$ cat config.mk
export PLATFORM = sky130hd
export DESIGN_NAME = sc_stream_decoder_flat
export DESIGN_NICKNAME = d
export VERILOG_FILES = /design/src/rtl/sc_stream_decoder_if.sv /design/src/rtl/sc_stream_decoder.sv /design/src/flat_wrapper.sv
export SDC_FILE = /design/constraint.sdc
export NUM_CORES = 1
export LEC_CHECK = 0
export ABC_AREA = 0
export CORE_ASPECT_RATIO = 0.6
export CORE_MARGIN = 2
export CORE_UTILIZATION = 56
export CTS_BUF_LIST = sky130_fd_sc_hd__clkbuf_4 sky130_fd_sc_hd__clkbuf_8
export DETAILED_ROUTE_END_ITERATION = 10
export PLACE_DENSITY = 0.94
export SKIP_CTS_REPAIR_TIMING = 1
export SYNTH_ARGS = -nofsm -noshare
export SYNTH_HDL_FRONTEND = slang
export SYNTH_SLANG_ARGS = --single-unit
$ cat constraint.sdc
create_clock -name clk -period 3.2 [get_ports clk]
set_input_delay 0.64 -clock clk [delete_from_list [all_inputs] [get_ports clk]]
set_output_delay 0.64 -clock clk [all_outputs]
set_load 0.005 [all_outputs]
$ cat src/rtl/sc_stream_decoder_if.sv
// Bundle of the stream decoder's control, sample and result signals.
//
// Signalling: start is a request that the decoder accepts on any rising edge
// where it is idle (busy low); there is no ready/acknowledge, and a start seen
// while busy is dropped. bit_vld qualifies bit_in on every edge, and only
// qualified samples are counted. done is a single-cycle strobe that marks
// result as freshly updated; result then holds until the next completed window.
interface sc_stream_decoder_if #(
   parameter int WIDTH = 8
);
   logic             start;
   logic [WIDTH-1:0] len;
   logic             abort;
   logic             bit_vld;
   logic             bit_in;
   logic             busy;
   logic             done;
   logic [WIDTH:0]   result;
   logic             dbg_state;

   modport master (
      output start, len, abort, bit_vld, bit_in,
      input  busy, done, result, dbg_state
   );

   modport slave (
      input  start, len, abort, bit_vld, bit_in,
      output busy, done, result, dbg_state
   );
endinterface

$ cat src/rtl/sc_stream_decoder.sv
// Stochastic-to-binary decoder: counts the ones of a qualified serial
// bitstream over a programmable window and reports the count with a
// one-cycle done strobe. A window length of 0 selects 2^WIDTH samples.
module sc_stream_decoder #(
   parameter int WIDTH = 8
) (
   input logic               clk,
   input logic               rst,
   sc_stream_decoder_if.slave bus
);
   localparam logic [0:0]     IDLE  = 1'b0;
   localparam logic [0:0]     COUNT = 1'b1;
   localparam logic [WIDTH:0] ONE   = {{WIDTH{1'b0}}, 1'b1};
   localparam logic [WIDTH:0] FULL  = {1'b1, {WIDTH{1'b0}}};

   logic [0:0]     state;
   logic [WIDTH:0] acc;
   logic [WIDTH:0] remaining;
   logic [WIDTH:0] acc_next;
   logic [WIDTH:0] load_len;

   // Count including the current sample; acc never exceeds the window size.
   assign acc_next = acc + {{WIDTH{1'b0}}, bus.bit_in};
   // A zero length encodes the full 2^WIDTH window.
   assign load_len = (bus.len == '0) ? FULL : {1'b0, bus.len};
   // Current FSM state exposed for observation.
   assign bus.dbg_state = state;

   // Window FSM: accept start in IDLE, count qualified samples in COUNT.
   always_ff @(posedge clk or negedge rst) begin
      if (!rst) begin
         state      <= IDLE;
         acc        <= '0;
         remaining  <= '0;
         bus.busy   <= 1'b0;
         bus.done   <= 1'b0;
         bus.result <= '0;
      end else begin
         bus.done <= 1'b0;
         if (state == IDLE) begin
            // The start cycle never samples bit_in; abort has no meaning here.
            if (bus.start) begin
               remaining <= load_len;
               acc       <= '0;
               state     <= COUNT;
               bus.busy  <= 1'b1;
            end
         end else begin
            if (bus.abort) begin
               // Drop the partial count; result keeps the last completed window.
               state    <= IDLE;
               bus.busy <= 1'b0;
               acc      <= '0;
            end else if (bus.bit_vld) begin
               if (remaining > ONE) begin
                  acc       <= acc_next;
                  remaining <= remaining - ONE;
               end else begin
                  // Last sample of the window.
                  bus.result <= acc_next;
                  bus.done   <= 1'b1;
                  bus.busy   <= 1'b0;
                  state      <= IDLE;
                  remaining  <= '0;
               end
            end
         end
      end
   end
endmodule

$ cat src/flat_wrapper.sv
// flat-port wrapper written by rule: the top's interface ports become plain ports
module sc_stream_decoder_flat 
#(
   parameter int WIDTH = 8
)
  (clk, rst, bus_start, bus_len, bus_abort, bus_bit_vld, bus_bit_in, bus_busy, bus_done, bus_result, bus_dbg_state);
  sc_stream_decoder_if #(.WIDTH(WIDTH)) bus_i ();
  input logic clk;
  input logic rst;
  input wire logic [$bits(bus_i.start)-1:0] bus_start;
  input wire logic [$bits(bus_i.len)-1:0] bus_len;
  input wire logic [$bits(bus_i.abort)-1:0] bus_abort;
  input wire logic [$bits(bus_i.bit_vld)-1:0] bus_bit_vld;
  input wire logic [$bits(bus_i.bit_in)-1:0] bus_bit_in;
  output wire logic [$bits(bus_i.busy)-1:0] bus_busy;
  output wire logic [$bits(bus_i.done)-1:0] bus_done;
  output wire logic [$bits(bus_i.result)-1:0] bus_result;
  output wire logic [$bits(bus_i.dbg_state)-1:0] bus_dbg_state;
  assign bus_i.start = bus_start;
  assign bus_i.len = bus_len;
  assign bus_i.abort = bus_abort;
  assign bus_i.bit_vld = bus_bit_vld;
  assign bus_i.bit_in = bus_bit_in;
  assign bus_busy = bus_i.busy;
  assign bus_done = bus_i.done;
  assign bus_result = bus_i.result;
  assign bus_dbg_state = bus_i.dbg_state;
  sc_stream_decoder #(.WIDTH(WIDTH)) u_core (.clk(clk), .rst(rst), .bus(bus_i));
endmodule
### Word level (Yosys, flattened, before mapping)

Cells that the tools add are included.

| operators by class | value |
|---|---|
| bitwise operators | 2 |
| shifts and indexed selects | 0 |
| mux-type cells | 25 |
| divide/modulo/power cells | 0 |
| order comparisons | 1 |
| add/sub/neg operators | 2 |
| eq/ne operators | 5 |
| $mul | 0 |
| reduce and logical (&&, ||, !) cells | 6 |

Operators by type and width:

| kind | number |
|---|---|
| $mux 9 | 11 |
| $mux 1 | 14 |
| $add 9x1->9 | 1 |
| $gt 9x1->1 const B | 1 |
| $ne 3x3->1 const B | 3 |
| $reduce_and 3->1 | 3 |
| $sub 9x1->9 const B | 1 |
| $logic_not 8->1 | 1 |
| $ne 2x2->1 const B | 2 |
| $reduce_and 4->1 | 1 |
| $not 1->1 | 2 |
| $reduce_bool 2->1 | 1 |

| word-level totals | value |
|---|---|
| memories | 0 |
| ROM bits | 0 |
| bits in writable memories | 0 |
| register bits after elaboration | 30 |
| word-level logic and storage cells | 47 |
| latch bits | 0 |

### Depth between registers and ports, before layout

Gate-level depths: netlist of the first run.

| depth | value |
|---|---|
| word-level depth | 5 |
| gate-level depth with buffers | 8 |
| gate-level depth less buffers | 6 |

### Worst setup path before layout of the first run

Ideal clock, no wire load.

| path | value |
|---|---|
| kind | flip-flop to flip-flop |
| from | reg u_core.remaining[3] |
| to | reg u_core.bus.result[8] |
| path buffers | 3 |
| data arrival time | 2.091 ns |
| cell stages (with the launch flop) | 8 |
| period minus slack after synthesis | 2.218 ns |
| setup slack | 0.982 ns |
| cell sequence | dfrtp_1 buf_6 or4_4 buf_6 or4_4 buf_6 inv_2 mux2_1 |

| between the ends | value |
|---|---|
| longest elaborated chain between the ends | 3 |

Ends and longest elaborated chain:

| item | line | text |
|---|---|---|
| start, declared | sc_stream_decoder.sv:18 | `logic [WIDTH:0] remaining;` |
| start signal, assigned | sc_stream_decoder.sv:43 | `remaining <= load_len;` |
| start signal, assigned | sc_stream_decoder.sv:57 | `remaining <= remaining - ONE;` |
| $gt 9x1->1 | sc_stream_decoder.sv:55 | `if (remaining > ONE) begin` |
| $not 1->1 (no line) | - |  |
| $reduce_and 4->1 (no line) | - |  |
| end signal, assigned | sc_stream_decoder.sv:60 | `bus.result <= acc_next;` |
| end, declared | sc_stream_decoder_if.sv:28 | `output busy, done, result, dbg_state` |

Every way passes these cells.
A chain may end at the register's enable or synchronous reset.

### Worst setup path in the final report of the first run

| path | value |
|---|---|
| from | reg u_core.remaining[3] |
| to | reg u_core.acc[7] |

| between the ends | value |
|---|---|
| longest elaborated chain between the ends | 3 |

Ends and longest elaborated chain:

| item | line | text |
|---|---|---|
| $gt 9x1->1 | sc_stream_decoder.sv:55 |  |
| $ne 3x3->1 (no line) | - |  |
| $reduce_and 3->1 (no line) | - |  |
| end signal, assigned | sc_stream_decoder.sv:56 | `acc <= acc_next;` |
| end, declared | sc_stream_decoder.sv:17 | `logic [WIDTH:0] acc;` |

Every way passes these cells.

==> run metrics, run 1 <==
status finished clean; Fmax 0.410 GHz; HP Class register to register; EDFF count, synth 0; # IOs 26; gr ovfl total 0; CTS sink count 30; Yosys warnings 0; pin count of the biggest net entering global routing 31; DRC 0; Synth Net Count 199; Worst Setup End Kind register; Final Instance Count excl. Fillers about 250; Placer Congestion 0.920; Vias/cell 6.28; cts bufs inserted 5; DR iter-0 viols 196; total power 1.31 mW; placed inst area 2010 µm²; final worst path period share about three quarters; area delta synth->final 20.6%; PnR worst setup slack 0.764 ns; post-synth cell types 50; register area 751 µm²; mapped cell area 1760 µm²; clk root buf clkbuf_8; Reg clk slew, reported paths 0.06 ns; worst slack at placement approximately 0.65 ns; Top FF cell, synth dfrtp_1; Post-synth ARST share 100%; Worst IR Drop VDD a little under 0.5 mV; RSZ-0062 raised after global routing false; # nets final 222; ANT cells 0; fraction of layout instances using a drive strength above 1 12.7%; Clock Skews 0.00888 ns; Req. time, crit path 3.36 ns; Pins Over Slew Limit 0; final core utilization between 70 and 80%; Worst setup SP type register; vias in the first global route 1368; area of the multi-input gates 893 µm²; Synth Register Bits 30; initial antenna violation count 0; Synth Area per Inst between 9 and 10 µm²; core area 2930 µm²; DP HPWL 2910 µm; CP max FO 9; Initial Util 60.0%; placed cell count 239; Leak 0.907 nW; Routed Antenna Nets 0; H-Tree Depth 2; Setup Viol. Count Final 0; drt pass-1 iters 5; Clk Latency, worst-skew pair 0.28 ns; post-synthesis sequential area ratio 42.7%; Syn Inst Count 181; die height about 47 µm; port bufs 25; slew of the pin with the lowest slew margin about 0.86 ns; vias around 1500; Global Route Usage Sum 24.2%; Max-slew headroom 41.9%; minimum clock period 2.44 ns; first-pass GRT wire length 6470 µm; # rows 15; FILL cells 207; WP data arrival roughly 2.6 ns; final hold vios 0; DIE AREA 3620 µm²; DR WL/cell 16.1 µm; Max-cap violations 0; hold slack 0.477 ns; final WL 3960 µm; PD cells between 600 and 700 nW/µm²; clock buffer depth 2; CTS tree yes; setup tns final 0 ns; crit path kind register to register; chip width 76.3 µm; final std cell area, no fill 2120 µm²
==> cells in the final DEF, fill, tap and decap left out, types with 6 or more instances in the layout <==
| master | instances |
|---|---|
| dfrtp_1 | 30 |
| clkdlybuf4s50_1 | 25 |
| nand2_1 | 14 |
| o21ai_0 | 10 |
| inv_1 | 9 |
| a31oi_1 | 9 |
| nor2_1 | 7 |
| a22o_1 | 6 |
| xnor2_1 | 6 |
| clkbuf_8 | 6 |
==> path summary, 6_finish.rpt <==
path                                      startpoint  slack, ns  cells after the start                   end
worst max-delay path             u_core.remaining[3]       0.76                      4         u_core.acc[7]
worst min-delay path            u_core.bus.result[4]       0.48                      2  u_core.bus.result[4]
worst max register to register   u_core.remaining[3]       0.76                      4         u_core.acc[7]
worst min register to register  u_core.bus.result[4]       0.48                      2  u_core.bus.result[4]
max in group asynchronous                        rst       2.18                      2         u_core.acc[6]
min in group asynchronous                        rst       0.73                      2   u_core.remaining[8]
==> where the power goes <==
part           switching, mW  leakage (nW)  internal, mW
Clock                  0.139        0.0573         0.249
Combinational          0.198         0.451         0.176
Sequential             0.102         0.398         0.444
==> synth_stat cells, types with 2 or more instances <==
cell        n  share of area (%)
o32ai_1     2                1.0
o21ai_0    10                2.8
a21bo_2     2                1.1
or3_1       3                1.1
a31oi_1     9                3.2
ha_1        4                2.8
or4_4       2                1.3
dfrtp_1    30                 43
nand4_1     3                1.1
and3_1      2               0.71
buf_6       4                2.6
inv_1       9                1.9
nor4_1      4                1.4
o221a_2     2                1.3
nand2b_1    5                1.8
clkbuf_1    6                1.3
xnor2_1     6                3.0
o2bb2ai_1   2                1.0
mux2_4      2                1.7
nor4b_1     2                1.0
nor3_1      5                1.4
nand2_1    14                3.0
nor2b_1     2               0.71
o41ai_1     3                1.5
nor2_1      7                1.5
o31ai_1     3                1.3
a22o_1      6                3.0
o21ai_2     4                2.0
o21ai_1     2               0.57
a21oi_1     3               0.85
nand3_1     4                1.1
==> cells by family (layout without fill, tap and decap cells) <==
kind of cell	after synthesis	count (layout)	share of synthesized area [%]
DFF	30	30	42.7
adders and majority gates	4	4	2.85
buffers and inverters	22	45	6.48
AOI/OAI and AO/OA	57	57	23.9
muxes	4	4	2.92
xor gates and xnor gates	7	7	3.49
and+or+nand+nor	57	57	17.7
==> critical path, stage by stage, from the launching register on <==
cell and delay, ns:
dfrtp_1 0.48, or4_4 0.58, o31ai_1 0.77, nor2_1 0.16, a221o_1 0.33
==> final cells by class <==
| cell class | count | share of cell area [%] |
|---|---|---|
| clock inverter | 1 | 1.42 |
| tap | 42 | 2.48 |
| clock buffer | 6 | 3.90 |
| timing repair buffer | 28 | 12.9 |
| sequential | 30 | 35.4 |
| multi-input combinational | 129 | 42.1 |
| inverter | 10 | 1.77 |
==> metal layers <==
layer	share of wire, %	wire length, µm	global-route usage [%]	vias up
met5	0	0	0	-
met3	9.3	370	6.92	14
met1	46	1820	31.8	707
li1	-	-	-	725
met4	2.0	78	10.2	0
met2	43	1690	39.1	99
==> flip-flops by register name (all words and copies together) (netlist names) <==
register and flops:
u_core.acc 9, u_core.bus.done 1, u_core.bus.dbg_state 1, u_core.remaining 9, u_core.bus.busy 1, u_core.bus.result 9
(Power assumes the default switching activity.)
==> run 2: changes to the inputs <==
Clock period 3.2 ns to 2.37 ns, I/O delays scaled along.
==> run metrics, run 2 (synthesis results as in run 1) <==
vias in the first global route 1436; drt pass-1 iters 5; Final Instance Count excl. Fillers between 200 and 300; Req. time, crit path about 2.5 ns; PD cells 797 nW/µm²; clock buffer depth 2; core area 2930 µm²; Reg2Reg Launch Point u_core.remaining[5]; DP HPWL approximately 3300 µm; Initial Util 60.0%; FF-to-FF End u_core.bus.result[8]; Worst setup SP type register; Fmax 0.447 GHz; CP max FO 8; Worst IR Drop VDD 0.621 mV; Max-slew headroom 58.6%; final worst path period share 94.3%; Leak 0.917 nW; gr ovfl total 0; DRC 0; # rows 15; hold slack 0.474 ns; most frequent cells in the layout dfrtp_1 (30), clkdlybuf4s50_1 (25), nand2_1 (14); area delta synth->final 20.8%; initial antenna violation count 0; PnR worst setup slack 0.135 ns; Max-cap violations 0; port bufs 25; worst slack at placement -0.0374 ns; CP Launch Point u_core.remaining[5]; crit path to u_core.bus.result[8]; chip width 76.3 µm; Register-to-Register Path Depth 4; final hold vios 0; minimum clock period 2.24 ns; placed inst area roughly 2000 µm²; HP Class register to register; CTS tree yes; DIE AREA between 3000 and 4000 µm²; pin count of the biggest net entering global routing 31; fraction of layout instances using a drive strength above 1 14.8%; Reg clk slew, reported paths 0.07 ns; clk root buf clkbuf_8; # IOs 26; placed cell count 244; Routed Antenna Nets 0; DR WL/cell 18.3 µm; die height 47.4 µm; slew of the pin with the lowest slew margin 0.614 ns; vias 1614; CTS sink count 30; worst reg-to-reg setup slack 0.13 ns; Clk Latency, worst-skew pair 0.28 ns; Vias/cell roughly 6.4; Clock Skews ~0.0049 ns; Worst Setup End Kind register; Pins Over Slew Limit 0; Setup Viol. Count Final 0; first-pass GRT wire length just over 7000 µm; status finished clean; Placer Congestion 0.934; most common cell after layout, fill and taps aside dfrtp_1; FILL cells 222; ANT cells 0; # nets final between 200 and 250; final std cell area, no fill roughly 2100 µm²; Top Registers u_core.acc: 9 flops, u_core.bus.result: 9 flops, u_core.remaining: 9 flops; RSZ-0062 raised after global routing false; DR iter-0 viols about 230; final WL 4590 µm; crit path kind register to register; Global Route Usage Sum between 20% and 30%; cts bufs inserted 5; H-Tree Depth 2; WP data arrival 2.39 ns
-- run 2: cell types whose count changed in the layout (fill, tap and decap cells not counted) --
| cell | before | now |
|---|---|---|
| bufinv_16 | 1 | 0 |
| clkbuf_8 | 6 | 5 |
| buf_4 | 3 | 8 |
| clkinv_2 | 0 | 2 |
-- run 2: power breakdown --
part           switching, mW  internal, mW  leakage (nW)
registers              0.115         0.600         0.398
clock network          0.197         0.197        0.0438
logic                  0.324         0.259         0.475
-- run 2: through the flow --
stage          total power [mW]  utilization [%]  setup TNS (ns)
2_1_floorplan              1.09                -               0
3_3_place_gp               1.23             69.8               0
3_5_place_dp               1.28             69.8         -0.0374
4_1_cts                    1.67             72.5               0
5_1_grt                    1.77             72.5               0
6_report                   1.69             72.5               0
-- run 2: cell type report --
class	count	area [µm²]	area share, %
multi-input combinational	129	893	42.1
sequential	30	751	35.4
timing repair buffer	33	310	14.6
clock buffer	5	68.8	3.24
tap	42	52.6	2.47
inverter	10	37.5	1.77
clock inverter	2	10.0	0.471
-- run 2: critical path, stage by stage, from the launching register on --
cell     delay, ns
dfrtp_1       0.43
or4_4         0.62
or4_4         0.61
inv_2         0.09
mux2_1        0.34
-- run 2: how the worst min path moves through the flow --
stage	start	end	slack (ns)	depth (start not counted)
2_1_floorplan	rst	u_core.acc[0]	0.18	0
3_3_place_gp	u_core.bus.result[7]	u_core.bus.result[7]	0.46	2
3_5_place_dp	u_core.bus.result[4]	u_core.bus.result[4]	0.46	2
4_1_cts	u_core.bus.result[4]	u_core.bus.result[4]	0.48	2
5_1_grt	u_core.bus.result[4]	u_core.bus.result[4]	0.50	2
6_report	u_core.bus.result[4]	u_core.bus.result[4]	0.47	2
-- run 2: metal layers --
layer / track usage [%] / wire length [µm] / vias up
met3: 6.92 / 407 / 16
met2: 47.4 / 2100 / 96
li1: - / - / 729
met4: 8.73 / 106 / 0
met5: 0 / 0 / -
met1: 34.5 / 1980 / 773
